==> config.mk <==
export PLATFORM = sky130hd
export DESIGN_NAME = neuron_mac_array
export DESIGN_NICKNAME = d
export VERILOG_FILES = /design/src/rtl/neuron_mac_array.sv
export SDC_FILE = /design/constraint.sdc
export NUM_CORES = 2
export LEC_CHECK = 0
export CORE_ASPECT_RATIO = 1.1
export CORE_MARGIN = 1
export CORE_UTILIZATION = 40
export CTS_CLUSTER_DIAMETER = 200
export CTS_CLUSTER_SIZE = 14
export DETAILED_ROUTE_END_ITERATION = 12
export GPL_ROUTABILITY_DRIVEN = 0
export PLACE_DENSITY = 0.59
export SYNTH_ARGS = -nofsm -noshare
export SYNTH_HDL_FRONTEND = slang
export SYNTH_SLANG_ARGS = --single-unit
==> constraint.sdc <==
create_clock -name clk -period 7.9 [get_ports clk]
set_input_delay 0.79 -clock clk [delete_from_list [all_inputs] [get_ports clk]]
set_output_delay 0.79 -clock clk [all_outputs]
set_load 0.03 [all_outputs]
==> src/rtl/neuron_mac_array.sv <==
// neuron_mac_array: multi-lane pipelined multiply-accumulate engine for one
// neuron output. Each accepted beat carries LANES weight/activation pairs with
// a per-lane enable mask. The masked products are summed and accumulated onto
// a preloaded bias. The final sum is rounded half-up, rescaled by FRAC and
// saturated to N bits.
//
// Optional feature macro: NEURON_MAC_RELU_EN
//   defined   : a negative saturated result is forced to zero (ReLU). sat still
//               reports clipping at the negative limit.
//   undefined : the signed result passes through unchanged.
//
// Pipeline, counted from the edge that accepts a beat:
//   P1 masked products -> P2 adder-tree sum -> P3 accumulate
//   -> round/shift register -> saturated output register.
// With no output stall, out_valid rises four edges after the last beat.

module neuron_mac_array #(
  parameter int N     = 16,
  parameter int FRAC  = 8,
  parameter int LANES = 4,
  parameter int ACC_W = 48
) (
  input  logic               clk,
  input  logic               rst,
  input  logic               start,
  input  logic [N-1:0]       bias,
  input  logic               in_valid,
  output logic               in_ready,
  input  logic               in_last,
  input  logic [LANES-1:0]   in_mask,
  input  logic [LANES*N-1:0] weight,
  input  logic [LANES*N-1:0] data,
  output logic               out_valid,
  input  logic               out_ready,
  output logic [N-1:0]       out_data,
  output logic               sat,
  output logic               busy
);

  typedef enum logic [1:0] {
    IDLE   = 2'd0,
    ACCUM  = 2'd1,
    DRAIN  = 2'd2,
    RESULT = 2'd3
  } state_t;

  // The rounding constant is 2^(FRAC-1). It is zero when FRAC is 0, so the
  // shift below then leaves the accumulator unchanged.
  localparam int HALF_SH = (FRAC > 0) ? (FRAC - 1) : 0;
  localparam logic signed [ACC_W-1:0] HALF =
    (FRAC > 0) ? (ACC_W'(1) << HALF_SH) : '0;

  // Output clipping limits, sign-extended to accumulator width
  localparam logic signed [ACC_W-1:0] SAT_MAX = (ACC_W'(1) << (N - 1)) - ACC_W'(1);
  localparam logic signed [ACC_W-1:0] SAT_MIN = -SAT_MAX - ACC_W'(1);

  state_t state_q, state_d;

  // P1: masked lane products
  logic signed [2*N-1:0] p1Prod_q [LANES];
  logic signed [2*N-1:0] p1Prod_d [LANES];
  logic                  p1Valid_q, p1Valid_d;
  logic                  p1Last_q,  p1Last_d;

  // P2: adder-tree sum
  logic signed [ACC_W-1:0] p2Sum_q, p2Sum_d;
  logic                    p2Valid_q, p2Valid_d;
  logic                    p2Last_q,  p2Last_d;

  // P3: accumulator
  logic signed [ACC_W-1:0] acc_q, acc_d;
  logic                    accDone_q, accDone_d;

  // Rounded and rescaled accumulator
  logic signed [ACC_W-1:0] rnd_q, rnd_d;
  logic                    rndValid_q, rndValid_d;

  // Result registers
  logic [N-1:0] outData_q, outData_d;
  logic         sat_q, sat_d;

  logic accept;
  logic signed [ACC_W-1:0] biasExt;

  assign accept  = (state_q == ACCUM) && in_valid;
  assign biasExt = ACC_W'($signed(bias));

  // Full-width signed product of one lane
  function automatic logic signed [2*N-1:0] laneMul(
    input logic signed [N-1:0] w,
    input logic signed [N-1:0] d
  );
    return w * d;
  endfunction

  // Next-state logic. Each state's exit condition is its only transition.
  always_comb begin
    state_d = state_q;
    unique case (state_q)
      IDLE:   if (start)              state_d = ACCUM;
      ACCUM:  if (accept && in_last)  state_d = DRAIN;
      DRAIN:  if (rndValid_q)         state_d = RESULT;
      RESULT: if (out_ready)          state_d = IDLE;
      default:                        state_d = IDLE;
    endcase
  end

  // State register
  always_ff @(posedge clk) begin
    if (!rst) state_q <= IDLE;
    else      state_q <= state_d;
  end

  // Handshake and status outputs are decoded straight from the state
  always_comb begin
    in_ready  = (state_q == ACCUM);
    out_valid = (state_q == RESULT);
    busy      = (state_q != IDLE);
    out_data  = outData_q;
    sat       = sat_q;
  end

  // P1 next values. A bubble or a masked lane yields a zero product.
  always_comb begin
    p1Valid_d = accept;
    p1Last_d  = accept && in_last;
    for (int l = 0; l < LANES; l++) begin
      p1Prod_d[l] = '0;
      if (accept && in_mask[l])
        p1Prod_d[l] = laneMul(weight[l*N +: N], data[l*N +: N]);
    end
  end

  // P1 product registers
  always_ff @(posedge clk) begin
    if (!rst) begin
      p1Valid_q <= 1'b0;
      p1Last_q  <= 1'b0;
      for (int l = 0; l < LANES; l++) p1Prod_q[l] <= '0;
    end else begin
      p1Valid_q <= p1Valid_d;
      p1Last_q  <= p1Last_d;
      for (int l = 0; l < LANES; l++) p1Prod_q[l] <= p1Prod_d[l];
    end
  end

  // P2 adder tree. Each product is sign-extended to accumulator width first.
  always_comb begin
    p2Sum_d   = '0;
    p2Valid_d = p1Valid_q;
    p2Last_d  = p1Last_q;
    if (p1Valid_q) begin
      for (int l = 0; l < LANES; l++)
        p2Sum_d = p2Sum_d + ACC_W'(p1Prod_q[l]);
    end
  end

  // P2 sum registers
  always_ff @(posedge clk) begin
    if (!rst) begin
      p2Sum_q   <= '0;
      p2Valid_q <= 1'b0;
      p2Last_q  <= 1'b0;
    end else begin
      p2Sum_q   <= p2Sum_d;
      p2Valid_q <= p2Valid_d;
      p2Last_q  <= p2Last_d;
    end
  end

  // P3 accumulator. A start pulse in IDLE preloads the bias aligned to the
  // product Q format. Afterwards each valid sum is added; bubbles add nothing.
  always_comb begin
    acc_d     = acc_q;
    accDone_d = p2Valid_q && p2Last_q;
    if ((state_q == IDLE) && start)
      acc_d = biasExt <<< FRAC;
    else if (p2Valid_q)
      acc_d = acc_q + p2Sum_q;
  end

  // Accumulator register
  always_ff @(posedge clk) begin
    if (!rst) begin
      acc_q     <= '0;
      accDone_q <= 1'b0;
    end else begin
      acc_q     <= acc_d;
      accDone_q <= accDone_d;
    end
  end

  // Round half-up and rescale once the final sum has been accumulated
  always_comb begin
    rnd_d      = rnd_q;
    rndValid_d = accDone_q;
    if (accDone_q)
      rnd_d = (acc_q + HALF) >>> FRAC;
  end

  // Rounding stage register
  always_ff @(posedge clk) begin
    if (!rst) begin
      rnd_q      <= '0;
      rndValid_q <= 1'b0;
    end else begin
      rnd_q      <= rnd_d;
      rndValid_q <= rndValid_d;
    end
  end

  // Saturate the rounded value to N bits. The result registers update only
  // on the cycle that enters RESULT, so they stay stable while it is held.
  always_comb begin
    outData_d = outData_q;
    sat_d     = sat_q;
    if (rndValid_q) begin
      if (rnd_q > SAT_MAX) begin
        outData_d = SAT_MAX[N-1:0];
        sat_d     = 1'b1;
      end else if (rnd_q < SAT_MIN) begin
        outData_d = SAT_MIN[N-1:0];
        sat_d     = 1'b1;
      end else begin
        outData_d = rnd_q[N-1:0];
        sat_d     = 1'b0;
      end
`ifdef NEURON_MAC_RELU_EN
      if (rnd_q[ACC_W-1])
        outData_d = '0;
`else
`endif
    end
  end

  // Result registers
  always_ff @(posedge clk) begin
    if (!rst) begin
      outData_q <= '0;
      sat_q     <= 1'b0;
    end else begin
      outData_q <= outData_d;
      sat_q     <= sat_d;
    end
  end

endmodule

* After elaboration in Yosys (flattened, before gate mapping)
Memories as Yosys holds them, arrays and structs flattened.
Cells that the tools add are included.
** Word-level totals
- Input port bits :: 154
- Flip-flop bits (word level) :: 161
- Output and inout bits :: 20
- Logic and storage cells :: 72
- RAM bits :: 128
- Memories :: 1
** Cells by class
- Reduce and logical (&&, ||, !) cells :: 14
- Bitwise gates (word level) :: 5
- Add/subtract/negate cells :: 5
- Multiply operators :: 4
- Muxes and demuxes :: 21
- Magnitude comparators :: 2
- Equal/unequal tests :: 7
** Memory list
- p1Prod_q :: depth 4, width 32, read ports 4, clocked after Yosys merged registers in 0, write ports 4, line 60 : logic signed [2*N-1:0] p1Prod_q [LANES];
** Operator list (count)
- $mux W32 :: 8
- $mul A16 B16 Y32 :: 4
- $mux W48 :: 2
- $add A48 B48 Y48 :: 1
- $add A48 B9 Y48 const B :: 1
- $gt A40 B16 Y1 const B :: 1
- $lt A40 B16 Y1 const B :: 1
- $add A34 B32 Y35 :: 1
- $add A33 B32 Y34 :: 1
- $add A32 B32 Y33 :: 1
- $mux W16 :: 2
- $logic_and A1 B1 Y1 :: 8
- $mux W2 :: 4
- $pmux W2 S4 :: 1
- $eq A2 B2 Y1 const B :: 2
- $mux W1 :: 4
- $ne A2 B1 Y1 const B :: 2
- $ne A2 B2 Y1 const B :: 2
- $or A1 B1 Y1 :: 4
- $reduce_and A4 Y1 :: 1
- $reduce_bool A2 Y1 :: 2
- $eq A2 B1 Y1 const B :: 1
- $logic_not A2 Y1 :: 1
- $reduce_and A2 Y1 :: 1
- 2 further kinds :: 2

* Depth between registers and ports, before layout
- Word-level depth :: 5
- Gate-level depth with buffers :: 26
- Depth with buffers taken out :: 25

* Worst setup path after synthesis
Ideal clock, no wire load.
- Path type :: input -> register
- Start :: in weight[47]
- End :: mem p1Prod_q[2][31] (netlist bit)
- Required time :: 7.777 ns
- Setup slack :: 1.069 ns
- Cell stages on the path :: 24
- Library setup time :: 0.123 ns
- Arrival time :: 6.708 ns
- Path buffers :: 1
- Cell sequence :: clkbuf_1 > nand2_1 > inv_1 > fa_1 > fa_1 > inv_1 > fa_1 > fa_1 > inv_1 > fa_1 > inv_1 > fa_1 > inv_1 > ha_1 > and3_1 > a221oi_1 > nor2b_1 > o21ai_0 > nand2_1 > o21ai_1 > o2111ai_1 > a21oi_1 > xnor2_1 > nor2_1
** RTL lines
- start: declaration :: line 31 : input logic [LANES*N-1:0] weight,
- end: declaration :: line 60

==> impl_metrics.env <==
export IMPL_grtUsageMet2_pct=36.4
export IMPL_max_freq_mhz=141
export IMPL_holdCritPathClass="flop to flop"
export IMPL_track_usage_pct=20.6
export IMPL_worstRegToRegCells=15
export IMPL_drive_gt1_share_pct=3.42
export IMPL_grt_pass1_wl_um=220000
export IMPL_htree_levels=1
export IMPL_dpl_cell_area_um2=57600
export IMPL_hold_depth=1
export IMPL_cts_sinks=276
export IMPL_cts_root_buffer_cell="clkbuf_16"
export IMPL_synthCells=5883
export IMPL_fp_row_count=140
export IMPL_final_min_clock_period_ps=7070
export IMPL_area_growth_pct=9.20
export IMPL_grtUsageMet1_pct=27.2
export IMPL_first_iter_violations=2048
export IMPL_slew_headroom_pct=26.3
export IMPL_synthesis_nets=7566
export IMPL_gr_usage_met3_pct=1.97
export IMPL_die_w_um=350
export IMPL_wl_per_cell_um=17.3
export IMPL_cts_tree="done"
export IMPL_cp_slowest_cell="fa_1"
export IMPL_yosysUniqueCellTypes=74
export IMPL_fin_crit_sh_pct=89.5
export IMPL_grt_pass1_vias=41300
export IMPL_coreArea_um2=132000
export IMPL_start_kind="input pin"
export IMPL_setup_tns_ps=0
export IMPL_worst_pin_slew_ps=1100
export IMPL_drc=0
export IMPL_cp_arrival_ps=7550
export IMPL_wirelength_um=135000
export IMPL_dieArea_um2=135000
export IMPL_fin_skew_ps=40.4
export IMPL_async_flop_share_pct=0
export IMPL_syn_avg_cell_area_um2=9.07
export IMPL_clk_latency_ps=580
export IMPL_io_pin_count=174
export IMPL_top_usage_layer="met2"
export IMPL_vias=39000
export IMPL_yosys_most_used_dff="dfxtp_1"
export IMPL_portBuffers=173
export IMPL_seq_area_frac_synth_pct=10.4
export IMPL_final_area_um2=58200
export IMPL_status="finished, final reports clean"
export IMPL_min_from="p1Last_q"
export IMPL_start_util_pct=40.3
export IMPL_crit_path_end_kind="flop"
export IMPL_cpMostUsedCell="fa_1"
export IMPL_cp_top_family="adder cells"
export IMPL_setup_viol=0
export IMPL_slew_viol_final=0
export IMPL_final_hold_violation_count=0
export IMPL_layout_nets=7706
export IMPL_path_buf_inv=4
export IMPL_vias_per_cell=5.00
export IMPL_required_ps=8380
export IMPL_cts_clk_slew_worst_paths_ps=80
export IMPL_cts_resized=0
export IMPL_synthesis_area_um2=53300
export IMPL_dr_pass1_iters=5
export IMPL_maxCapViolations=0
export IMPL_overflow=0
export IMPL_yosys_warnings=0
export IMPL_cts_buffer_depth=3
export IMPL_die_height_um=385
export IMPL_antenna_found_initial=4
export IMPL_crit_chain="clkdlybuf4s50_1 -> nand2_1 -> inv_1 -> fa_1 -> fa_1 -> fa_1 -> fa_1 -> fa_1 -> inv_1 -> fa_1 -> inv_1 -> ha_1 -> a21oi_1 -> o21ai_0 -> a21o_1 -> a21o_1 -> a211o_1 -> a21o_1 -> a21oi_1 -> o21ai_0 -> a21o_1 -> nand3_1"
export IMPL_ys_seq_elements=276
export IMPL_worstHoldEndpoint="p2Last_q"
export IMPL_dp_hpwl_um=115000
export IMPL_worstReg2RegEnd="p2Sum_q[31]"
export IMPL_cts_buffers=23
export IMPL_cts_hold_buf=0
export IMPL_synth_edf_count=0
export IMPL_path_max_fanout=16
export IMPL_reg2reg_slack_ps=3500
export IMPL_r2r_start="p1Prod_q[1][1]"
export IMPL_cpPeakStageDelay_ps=770
export IMPL_postRouteAntennaNets=0
export IMPL_grt_max_degree=81
export IMPL_critPathKind="input pin to flop"
export IMPL_rsz0062_at_grt="no"
export IMPL_cts_setup_buffers=0
## worst reg2reg max path: stages (launching register included)
cell and delay [ps]:
dfxtp_1 420, fa_1 460, fa_1 500, ha_1 170, inv_1 60, fa_1 430
nor2b_1 190, o2111ai_1 170, nand3_1 160, a211oi_1 120, o31a_1 370, o211a_1 290
o31ai_2 450, a31oi_1 180, xor2_1 280, nor2_1 60
## cell usage in the layout, fill, tap and decap left out, drive strengths merged, types with 30 or more instances in the layout
master | synthesis | final
inv | 1215 | 1216
fa | 1114 | 1114
nand2 | 607 | 607
and2 | 501 | 501
ha | 415 | 415
nor2 | 316 | 316
dfxtp | 276 | 276
a21oi | 204 | 204
clkdlybuf4s50 | 0 | 173
o21ai | 161 | 161
buf | 13 | 146
xnor2 | 130 | 130
xor2 | 101 | 101
a21o | 97 | 97
a211oi | 76 | 76
and3 | 57 | 57
nand3 | 54 | 54
nand2b | 39 | 39
nor3 | 38 | 38
a31oi | 32 | 32
nand4 | 30 | 30
## layer usage
metal  share of wire [%]  up-vias
met4                 2.5        6
li1                    -    18300
met2                  50      756
met1                  43    19800
met5               0.030        -
met3                 4.0      195
## state kept, by name, indices dropped and copies added (netlist names)
signal and cells:
sat 1, p2Valid_q 1, state_q 2, accDone_q 1
out_data 16, p1Valid_q 1, p1Last_q 1, rnd_q 40
acc_q 48, p2Sum_q 35, p1Prod_q 128, rndValid_q 1
p2Last_q 1
## metrics by stage
| step | instances | hold slack [ps] | utilization (%) | setup slack, ps |
|---|---|---|---|---|
| final | 7800 | 428 | 44.0 | 831 |
| after global routing | 7798 | 437 | 44.0 | 349 |
| after CTS | 7798 | 432 | 44.0 | 897 |
| after detailed placement | 7773 | 420 | 43.5 | 333 |
| after global placement | 7773 | 414 | 43.5 | 393 |
| after floorplan | 5883 | 412 | - | 1070 |
## Yosys cell counts, types with 101 or more instances
cell type	number	share of area [%]
a21oi_1	204	1.9
ha_1	415	9.7
o21ai_0	145	1.4
and2_1	501	5.9
inv_1	1214	8.5
xnor2_1	130	2.1
nand2_1	606	4.3
clkbuf_1	190	1.3
nor2_1	315	2.2
fa_1	1114	42
xor2_1	101	1.7
dfxtp_1	276	10
## kinds of logic after synthesis
group,count (synthesis),synth area share [%]
and+or+nand+nor,1715,15.7
adders and majority gates,1529,51.5
buffers and inverters,1419,10.0
AOI/OAI and AO/OA,691,8.21
DFF,276,10.4
xor gates and xnor gates,231,3.79
muxes,22,0.413
## worst max path at each step
stage                     startpoint              end  slack (ps)  cells past startpoint
final                     weight[15]  p1Prod_q[0][30]         830                     22
after floorplan           weight[47]  p1Prod_q[2][31]        1070                     24
after detailed placement  weight[15]  p1Prod_q[0][28]         330                     22
after CTS                 weight[15]  p1Prod_q[0][28]         900                     22
after global routing      weight[15]  p1Prod_q[0][28]         350                     22
after global placement    weight[26]  p1Prod_q[1][30]         390                     22
## final cells by class
type	count	area, um2
Sequential cell	276	5530
Timing Repair Buffer	319	2830
Tap cell	1775	2220
Antenna cell	2	5.00
Fill cell	13200	74200
Clock inverter	2	50.0
Clock buffer	23	576
Multi-Input combinational cell	4188	42500
Inverter	1215	4560
Power is left out: the tool's default activity adds up to more than one toggle a clock period on the data nets, which glitch-free logic cannot reach.
